## config.mk

```make
export PLATFORM = sky130hd
export DESIGN_NAME = hub75_scan
export DESIGN_NICKNAME = d
export VERILOG_FILES = /design/src/rtl/hub75_scan.sv
export SDC_FILE = /design/constraint.sdc
export NUM_CORES = 1
export LEC_CHECK = 0
export ABC_AREA = 0
export ABC_CLOCK_PERIOD_IN_PS = 2900
export CAP_MARGIN = 40
export CORE_AREA = 10 10 93 95
export DETAILED_ROUTE_END_ITERATION = 10
export DIE_AREA = 0 0 103 105
export PLACE_DENSITY = 0.81
export SYNTH_ARGS = -nofsm -noshare
export SYNTH_HDL_FRONTEND = slang
export SYNTH_SLANG_ARGS = --single-unit
```

## constraint.sdc

```tcl
create_clock -name clk -period 2.9 [get_ports clk]
set_clock_uncertainty 0.1 [all_clocks]
set_input_delay 0.87 -clock clk [delete_from_list [all_inputs] [get_ports clk]]
set_output_delay 0.87 -clock clk [all_outputs]
set_load 0.05 [all_outputs]
```

## src/rtl/hub75_scan.sv

```systemverilog
// HUB75 LED panel scan engine. Walks the panel row by row and, for each row,
// every bit plane from 0 to bpp_p-1: shifts one column per two clocks into the
// panel, latches the row, then lights it for a time that doubles with each bit
// plane (binary-coded modulation). All segments are driven in parallel.
module hub75_scan #(
  parameter int hpixel_p      = 64,
  parameter int vpixel_p      = 64,
  parameter int bpp_p         = 8,
  parameter int segments_p    = 2,
  parameter int base_cycles_p = 4,
  localparam int rows_p       = vpixel_p / segments_p,
  localparam int row_w        = $clog2(rows_p),
  localparam int addr_width_p = $clog2(hpixel_p * vpixel_p)
) (
  input  logic                              clk,
  input  logic                              rst_n,
  input  logic                              i_en,
  output logic [addr_width_p-1:0]           o_rd_addr,
  input  logic [segments_p*3*bpp_p-1:0]     i_rd_data,
  output logic [segments_p*3-1:0]           o_rgb,
  output logic                              o_clk,
  output logic                              o_lat,
  output logic                              o_oe,
  output logic [row_w-1:0]                  o_row,
  output logic                              o_frame_done
);

  localparam int col_w   = $clog2(hpixel_p);
  localparam int bit_w   = (bpp_p > 1) ? $clog2(bpp_p) : 1;
  localparam int disp_w  = $clog2((base_cycles_p << (bpp_p - 1)) + 1);
  localparam int lanes_p = segments_p * 3;

  localparam logic [col_w:0] last_shift = (col_w + 1)'(2 * hpixel_p - 1);

  typedef enum logic [1:0] {IDLE, SHIFT, LATCH, DISPLAY} state_e;

  state_e              state;
  logic [row_w-1:0]    row_r;
  logic [bit_w-1:0]    bit_r;
  logic [col_w:0]      shift_cnt;   // {column, phase}; phase 1 is the o_clk-high half
  logic [disp_w-1:0]   disp_cnt;
  logic [lanes_p-1:0]  rgb_hold;
  logic [lanes_p-1:0]  plane_bits;

  logic                last_bit;
  logic                last_row;
  logic                enter_last_disp;
  logic [row_w-1:0]    row_next;
  logic [disp_w-1:0]   disp_len;
  logic [addr_width_p-1:0] next_base;

  assign last_bit  = (bit_r == bit_w'(bpp_p - 1));
  assign last_row  = (row_r == row_w'(rows_p - 1));
  assign row_next  = last_bit ? (last_row ? '0 : row_r + 1'b1) : row_r;
  assign disp_len  = disp_w'(base_cycles_p) << bit_r;
  assign next_base = addr_width_p'(row_next) * addr_width_p'(hpixel_p);

  // The clock edge that starts the final DISPLAY cycle; the next pass's first
  // address and the frame pulse are launched here so they line up exactly.
  assign enter_last_disp = ((state == LATCH)   && (disp_len == disp_w'(1))) ||
                           ((state == DISPLAY) && (disp_cnt == disp_w'(1)));

  // Select the current bit plane out of every segment/channel lane.
  always_comb begin
    // NOTE: every combinational output gets a default first so no path leaves it unassigned (no latch).
    plane_bits = '0;
    for (int i = 0; i < lanes_p; i++) begin
      plane_bits[i] = i_rd_data[i * bpp_p + int'(bit_r)];
    end
  end

  // Panel data: the source answers one cycle after the address, so in the first
  // half of a column the fresh data is passed straight through; the second half
  // (and every other state) shows the copy captured at the end of the first half.
  always_comb begin
    o_rgb = rgb_hold;
    if ((state == SHIFT) && !shift_cnt[0]) begin
      o_rgb = plane_bits;
    end
  end

  // Scan sequencer with registered panel and source-address outputs.
  always_ff @(posedge clk) begin
    // NOTE: state is updated with non-blocking assignments so every register samples pre-edge values.
    if (!rst_n) begin
      state        <= IDLE;
      row_r        <= '0;
      bit_r        <= '0;
      shift_cnt    <= '0;
      disp_cnt     <= '0;
      rgb_hold     <= '0;
      o_rd_addr    <= '0;
      o_clk        <= 1'b0;
      o_lat        <= 1'b0;
      o_oe         <= 1'b1;
      o_row        <= '0;
      o_frame_done <= 1'b0;
    end else begin
      o_clk        <= 1'b0;
      o_lat        <= 1'b0;
      o_frame_done <= 1'b0;
      case (state)
        IDLE: begin
          o_oe      <= 1'b1;
          o_rd_addr <= '0;
          if (i_en) begin
            state     <= SHIFT;
            row_r     <= '0;
            bit_r     <= '0;
            shift_cnt <= '0;
          end
        end
        SHIFT: begin
          if (!shift_cnt[0]) begin
            shift_cnt <= shift_cnt + 1'b1;
            o_clk     <= 1'b1;
            rgb_hold  <= plane_bits;
            // Prefetch the next column; the last column's address is held.
            if (shift_cnt[col_w:1] != col_w'(hpixel_p - 1)) begin
              o_rd_addr <= o_rd_addr + 1'b1;
            end
          end else if (shift_cnt == last_shift) begin
            shift_cnt <= '0;
            state     <= LATCH;
            o_lat     <= 1'b1;
            o_row     <= row_r;
          end else begin
            shift_cnt <= shift_cnt + 1'b1;
          end
        end
        LATCH: begin
          state    <= DISPLAY;
          o_oe     <= 1'b0;
          disp_cnt <= disp_len - 1'b1;
          if (enter_last_disp) begin
            o_rd_addr    <= next_base;
            o_frame_done <= last_bit && last_row;
          end
        end
        DISPLAY: begin
          if (disp_cnt == '0) begin
            o_oe  <= 1'b1;
            bit_r <= last_bit ? '0 : bit_r + 1'b1;
            row_r <= row_next;
            // i_en only matters at the frame boundary; a frame always completes.
            state <= (last_bit && last_row && !i_en) ? IDLE : SHIFT;
          end else begin
            disp_cnt <= disp_cnt - 1'b1;
            if (enter_last_disp) begin
              o_rd_addr    <= next_base;
              o_frame_done <= last_bit && last_row;
            end
          end
        end
        default: state <= IDLE;
      endcase
    end
  end

endmodule
```

Word-level counts from Yosys, hierarchy flattened:

Index checks and enable logic that the tools add are counted.
W data, S select, Z words.

* flip-flop bits (word level): 54
* logic and storage cells: 122
* output and inout bits: 27
* bits of input ports: 51

* magnitude comparators: 6
* add/subtract/negate cells: 11
* equal/unequal tests: 16
* reductions and logical operators: 24
* mux-type cells: 51
* shifts and indexed selects: 1
* bitwise operators: 1

Operators by type and width (count)
* $mux W12: 4
* $pmux W12 S4: 1
* $bmux W1 S6: 5
* $mux W7: 3
* $eq A10 B1 Y1 const B: 2
* $mux W5: 4
* $pmux W10 S2: 1
* $sub A10 B1 Y10 const B: 2
* $mux W1: 17
* $add A6 B3 Y7 const A: 2
* $lt A6 B7 Y1 const B: 2
* $lt A7 B7 Y1 const B: 2
* $pmux W7 S2: 1
* $add A12 B1 Y12 const B: 1
* $add A5 B3 Y6 const A: 2
* $reduce_and A3 Y1: 4
* $logic_not A10 Y1: 1
* $mux W10: 1
* $pmux W5 S2: 1
* $reduce_and A2 Y1: 5
* $shl A3 B3 Y10 const A: 1
* $mux W3: 3
* $mux W2: 4
* $ne A2 B2 Y1 const B: 4
* other kinds (27): 37

Depth between registers and ports, before layout:

Gate-level depths: netlist (run 1).

* depth after elaboration: 7
* depth in mapped cells: 9
* mapped depth without buffers: 8

Least setup slack after synthesis (run 1):

Ideal clock, no wire load.

* path kind: input to output
* start point: in i_rd_data[1]
* end point: out o_rgb[0]
* arrival: 2.275 ns
* cell stages on the path: 3
* setup slack: -0.345 ns
* data required time: 1.930 ns
* buffers on the path: 0
* cell sequence: mux4_2 > mux2i_1 > o21ai_0

* word-level cells in the longest chain between the ends: 3

RTL lines
* start: declaration: RTL line 19 `input logic [segments_p*3*bpp_p-1:0] i_rd_data,`
* $bmux W1 S3: RTL line 68 `plane_bits[i] = i_rd_data[i * bpp_p + int'(bit_r)];`
* $mux W1 (not written as such): RTL line 68
* $mux W6: RTL line 77 `if ((state == SHIFT) && !shift_cnt[0]) begin`
* end: declaration: RTL line 20 `output logic [segments_p*3-1:0] o_rgb,`

No other way between the ends. The select of a mux whose other input is x is not followed.

Final worst setup path (run 1):

* start point: in i_rd_data[12]
* end point: out o_rgb[1]

* word-level cells in the longest chain between the ends: 4

RTL lines (RTL line)
* $bmux W1 S6: 68
* $mux W1 (not written as such) (2 in a row): 68
* $mux W6: 77

No other way between the ends. The select of a mux whose other input is x is not followed.

==> run_results.csv, run 1 <==
group,metric,value,unit
status,status,"complete, no violations",
logic_synthesis,ys_seq_area_share,32.9,%
logic_synthesis,synth_nets,451,
cts,root_buffer,"clkbuf_8",
logic_synthesis,synth-edff-count,0,
floorplan,die_h,105,um
final_layout,layout.nets,527,
final_layout,final_cells,540,
setup_path,arrival,1.91,ns
pwr,p_per_area,678,mW/mm^2
grt,grt_pass1_vias,3192,
worst_hold_path,hp-class,"flip-flop to flip-flop",
routing,wirelength,9520,um
setup_path,crit_path_end_kind,"output port",
setup_path,cp_slowest_cell,"mux4_2",
sta,fin_crit,2.88,ns
logic_synthesis,synth.most_common_cell,"dfxtp_1",
pwr,switching_power,0.00124,W
pwr,ir_worst_vdd,359,uV
cts,path_clk_slew,0.09,ns
floorplan,rows,30,
final_layout,drive_gt1_share,21.7,%
final_layout,antennaDiodeCount,0,
cts,cts_tree,"done",
floorplan,chipWidth,103,um
floorplan,die-area,0.0108,mm^2
flow_run,maxCapViolations,0,
cts,worstSkewPairLatency,0.31,ns
grt,grt_max_degree,22,
floorplan,io_pins,78,
logic_synthesis,synth_seq_cells,54,
placement,dpl.hpwl,7350,um
sta,timing.fmax,0.347,GHz
placement,portBuffers,77,
setup_path,crit_buf_inv,2,
routing,drtIter0Drc,203,
logic_synthesis,synth_top_cells_by_count,"dfxtp_1, nand2_1, nor2_1, a21oi_1, o21ai_0",
sta,fin_crit_sh,99.3,%
logic_synthesis,async_flop_share,0,%
sta,rsz0062_at_grt,"yes",
cts,numCtsBuffers,5,
setup_path,path_max_fanout,2,
floorplan,initial_core_util,48.7,%
setup_path,required,1.93,ns
grt,grt.total_usage,17.7,%
grt,grt_overflow,0,
routing,remaining_drc_errors,0,
setup_path,critPathTopFamily,"multiplexers",
cts,ctsHtreeMaxLevel,2,
cts,cts_sinks,54,
routing,wl_per_cell,17.6,um
sta,whs,0.405,ns
setup_path,critical_path.cell_chain,"clkdlybuf4s15_1 -> mux4_2 -> mux2i_1 -> o21ai_1 -> buf_6",
grt,grt_first_pass_wirelength,15800,um
logic_synthesis,yosys.area.top_type_share,32.9,%
sta,drv_slew,0,
sta,final_hold_viol_count,0,
logic_synthesis,synthFlopType,"dfxtp_1",
logic_synthesis,synth_top_cell_by_area,"dfxtp_1",
logic_synthesis,syn_inst,383,
grt,antenna_found_initial,0,
logic_synthesis,yosys-top-cells-area,"dfxtp_1, mux4_2, ha_1",
pwr,p_leak,1.57,nW
pwr,p_comb_share,52.1,%
sta,setup-violations-final,0,
sta,worst_slew_pin_slew,0.797,ns
pwr,p_clk_share,16.4,%
cts,cts_max_path_buffers,2,
logic_synthesis,ys_types,53,
floorplan,core-area,0.00676,mm^2
pwr,pwr-share-seq,31.5,%
pwr,swShare,44.5,%
logic_synthesis,ys_warn_count,0,
pwr,intPower,0.00155,W
placement,gp_congestion,0.877,
routing,vias,3190,
sta,slew_headroom,46.5,%
setup_path,cp-start-kind,"input port",
routing,final_antenna_net_count,0,
logic_synthesis,syn-cell-area,0.00329,mm^2
routing,firstDrtPassIters,4,
placement,dp_cells,531,
setup_path,max_stage_delay,0.45,ns
setup_path,crit_type,"input port to output port",
logic_synthesis,avgSynthCellArea,8.59,um^2
routing,vias_per_cell,5.91,
final_layout,area_delta_synth_final,24.8,%
power groups by stage:
stage	registers (W)	clock network, W	logic [W]
floorplan	0.000921	0	0.000954
global placement	0.000891	0	0.00137
detailed placement	0.000896	0	0.00140
CTS	0.000879	0.000467	0.00144
global route	0.000890	0.000493	0.00161
finish	0.000878	0.000456	0.00145
placed cells by master (no fill, tap or decap), types with 6 or more instances in the layout:
cell type / synthesis / layout
nand3_1: 11 / 11
o32ai_1: 7 / 7
o21ai_0: 22 / 16
o22ai_1: 6 / 6
a31oi_1: 6 / 6
a21oi_1: 26 / 26
clkbuf_2: 0 / 27
buf_4: 0 / 14
clkdlybuf4s50_1: 0 / 23
nor3_1: 10 / 10
clkbuf_8: 0 / 6
buf_6: 0 / 6
nand4_1: 7 / 7
mux2i_1: 15 / 13
buf_2: 6 / 16
nor2_1: 31 / 31
and3_1: 6 / 6
nand2_1: 42 / 42
dfxtp_1: 54 / 52
and2_1: 8 / 8
ha_1: 17 / 17
inv_1: 14 / 14
mux4_2: 12 / 12
stage by stage:
stage                     setup TNS [ns]  power (W)  setup slack (ns)  util, %  instance area [um^2]
after floorplan                        0    0.00188            0.0439        -                  3290
after global placement             -1.38    0.00227            -0.247     61.7                  4170
after detailed placement           -1.58    0.00230            -0.288     61.7                  4170
after CTS                              0    0.00278         0.0000486     62.6                  4230
after global routing             -0.0353    0.00300           -0.0285     60.8                  4110
final                                  0    0.00278            0.0211     60.8                  4110
sequential cells by signal (all words and copies together) (netlist names):
register      cells
o_oe              1
state             2
bit_r             3
o_frame_done      1
rgb_hold          6
shift_cnt         7
o_clk             1
row_r             5
o_row             5
o_rd_addr        12
disp_cnt         10
o_lat             1
metal layers:
layer	vias up	part of all wire, %	global-route usage [%]	wire (um)
met4	0	2.0	5.17	192
li1	1567	-	-	-
met2	68	52	30.7	4990
met1	1537	42	21.4	4010
met5	-	0	0	0
met3	18	3.4	3.10	326
area by class of cell:
| type | instances | area [um^2] |
|---|---|---|
| clock buffer | 6 | 82.6 |
| clock inverter | 2 | 16.3 |
| fill | 593 | 2650 |
| inverter | 14 | 52.6 |
| multi-input combinational | 292 | 2080 |
| sequential | 54 | 1090 |
| tap | 80 | 100 |
| timing repair buffer | 92 | 688 |
cells by family after synthesis:
kind of cell             count (synthesis)  share of synthesized area (%)
multiplexers                            29                           13.5
AO/OA/AOI/OAI                           94                           18.2
AND/OR/NAND/NOR                        145                           22.7
XOR/XNOR                                 7                           1.86
flip-flops                              54                           32.9
adder cells (fa/ha/maj)                 17                           6.47
buffers and inverters                   37                           4.45
path summary, 6_finish.rpt:
kind	to	startpoint	slack [ns]	cells after the start
worst max register to register	o_rd_addr[9]	row_r[0]	0.67	7
worst min register to register	disp_cnt[8]	disp_cnt[8]	0.40	2
worst max-delay path	o_rgb[1]	i_rd_data[12]	0.02	5
worst min-delay path	disp_cnt[8]	disp_cnt[8]	0.40	2
worst reg2reg max path, delay by kind of cell (launching register included):
kind,cells,cell delay [ns]
AOI/OAI and AO/OA,3,0.73
adders and majority gates,2,0.49
DFF,1,0.40
and+or+nand+nor,2,0.40
what timing repair did:
item                                    in CTS  in global routing
setup buffers                                1                  0
pin swaps                                    6                  5
gates resized for setup                    121                 34
endpoints found under the setup margin       6                  5
hold buffers                                 0                  0
gates cloned                                 0                  0
Power figures use the tool's default switching activity.
==> inputs of run 2 (changes only) <==
--- a/config.mk
+++ b/config.mk
@@ -6,7 +6,6 @@
 export NUM_CORES = 1
 export LEC_CHECK = 0
 export ABC_AREA = 0
-export ABC_CLOCK_PERIOD_IN_PS = 2900
 export CAP_MARGIN = 40
 export CORE_AREA = 10 10 93 95
 export DETAILED_ROUTE_END_ITERATION = 10
==> results of run 2 <==
Same layout as run 1: the final DEF is identical, and so are final timing and power.
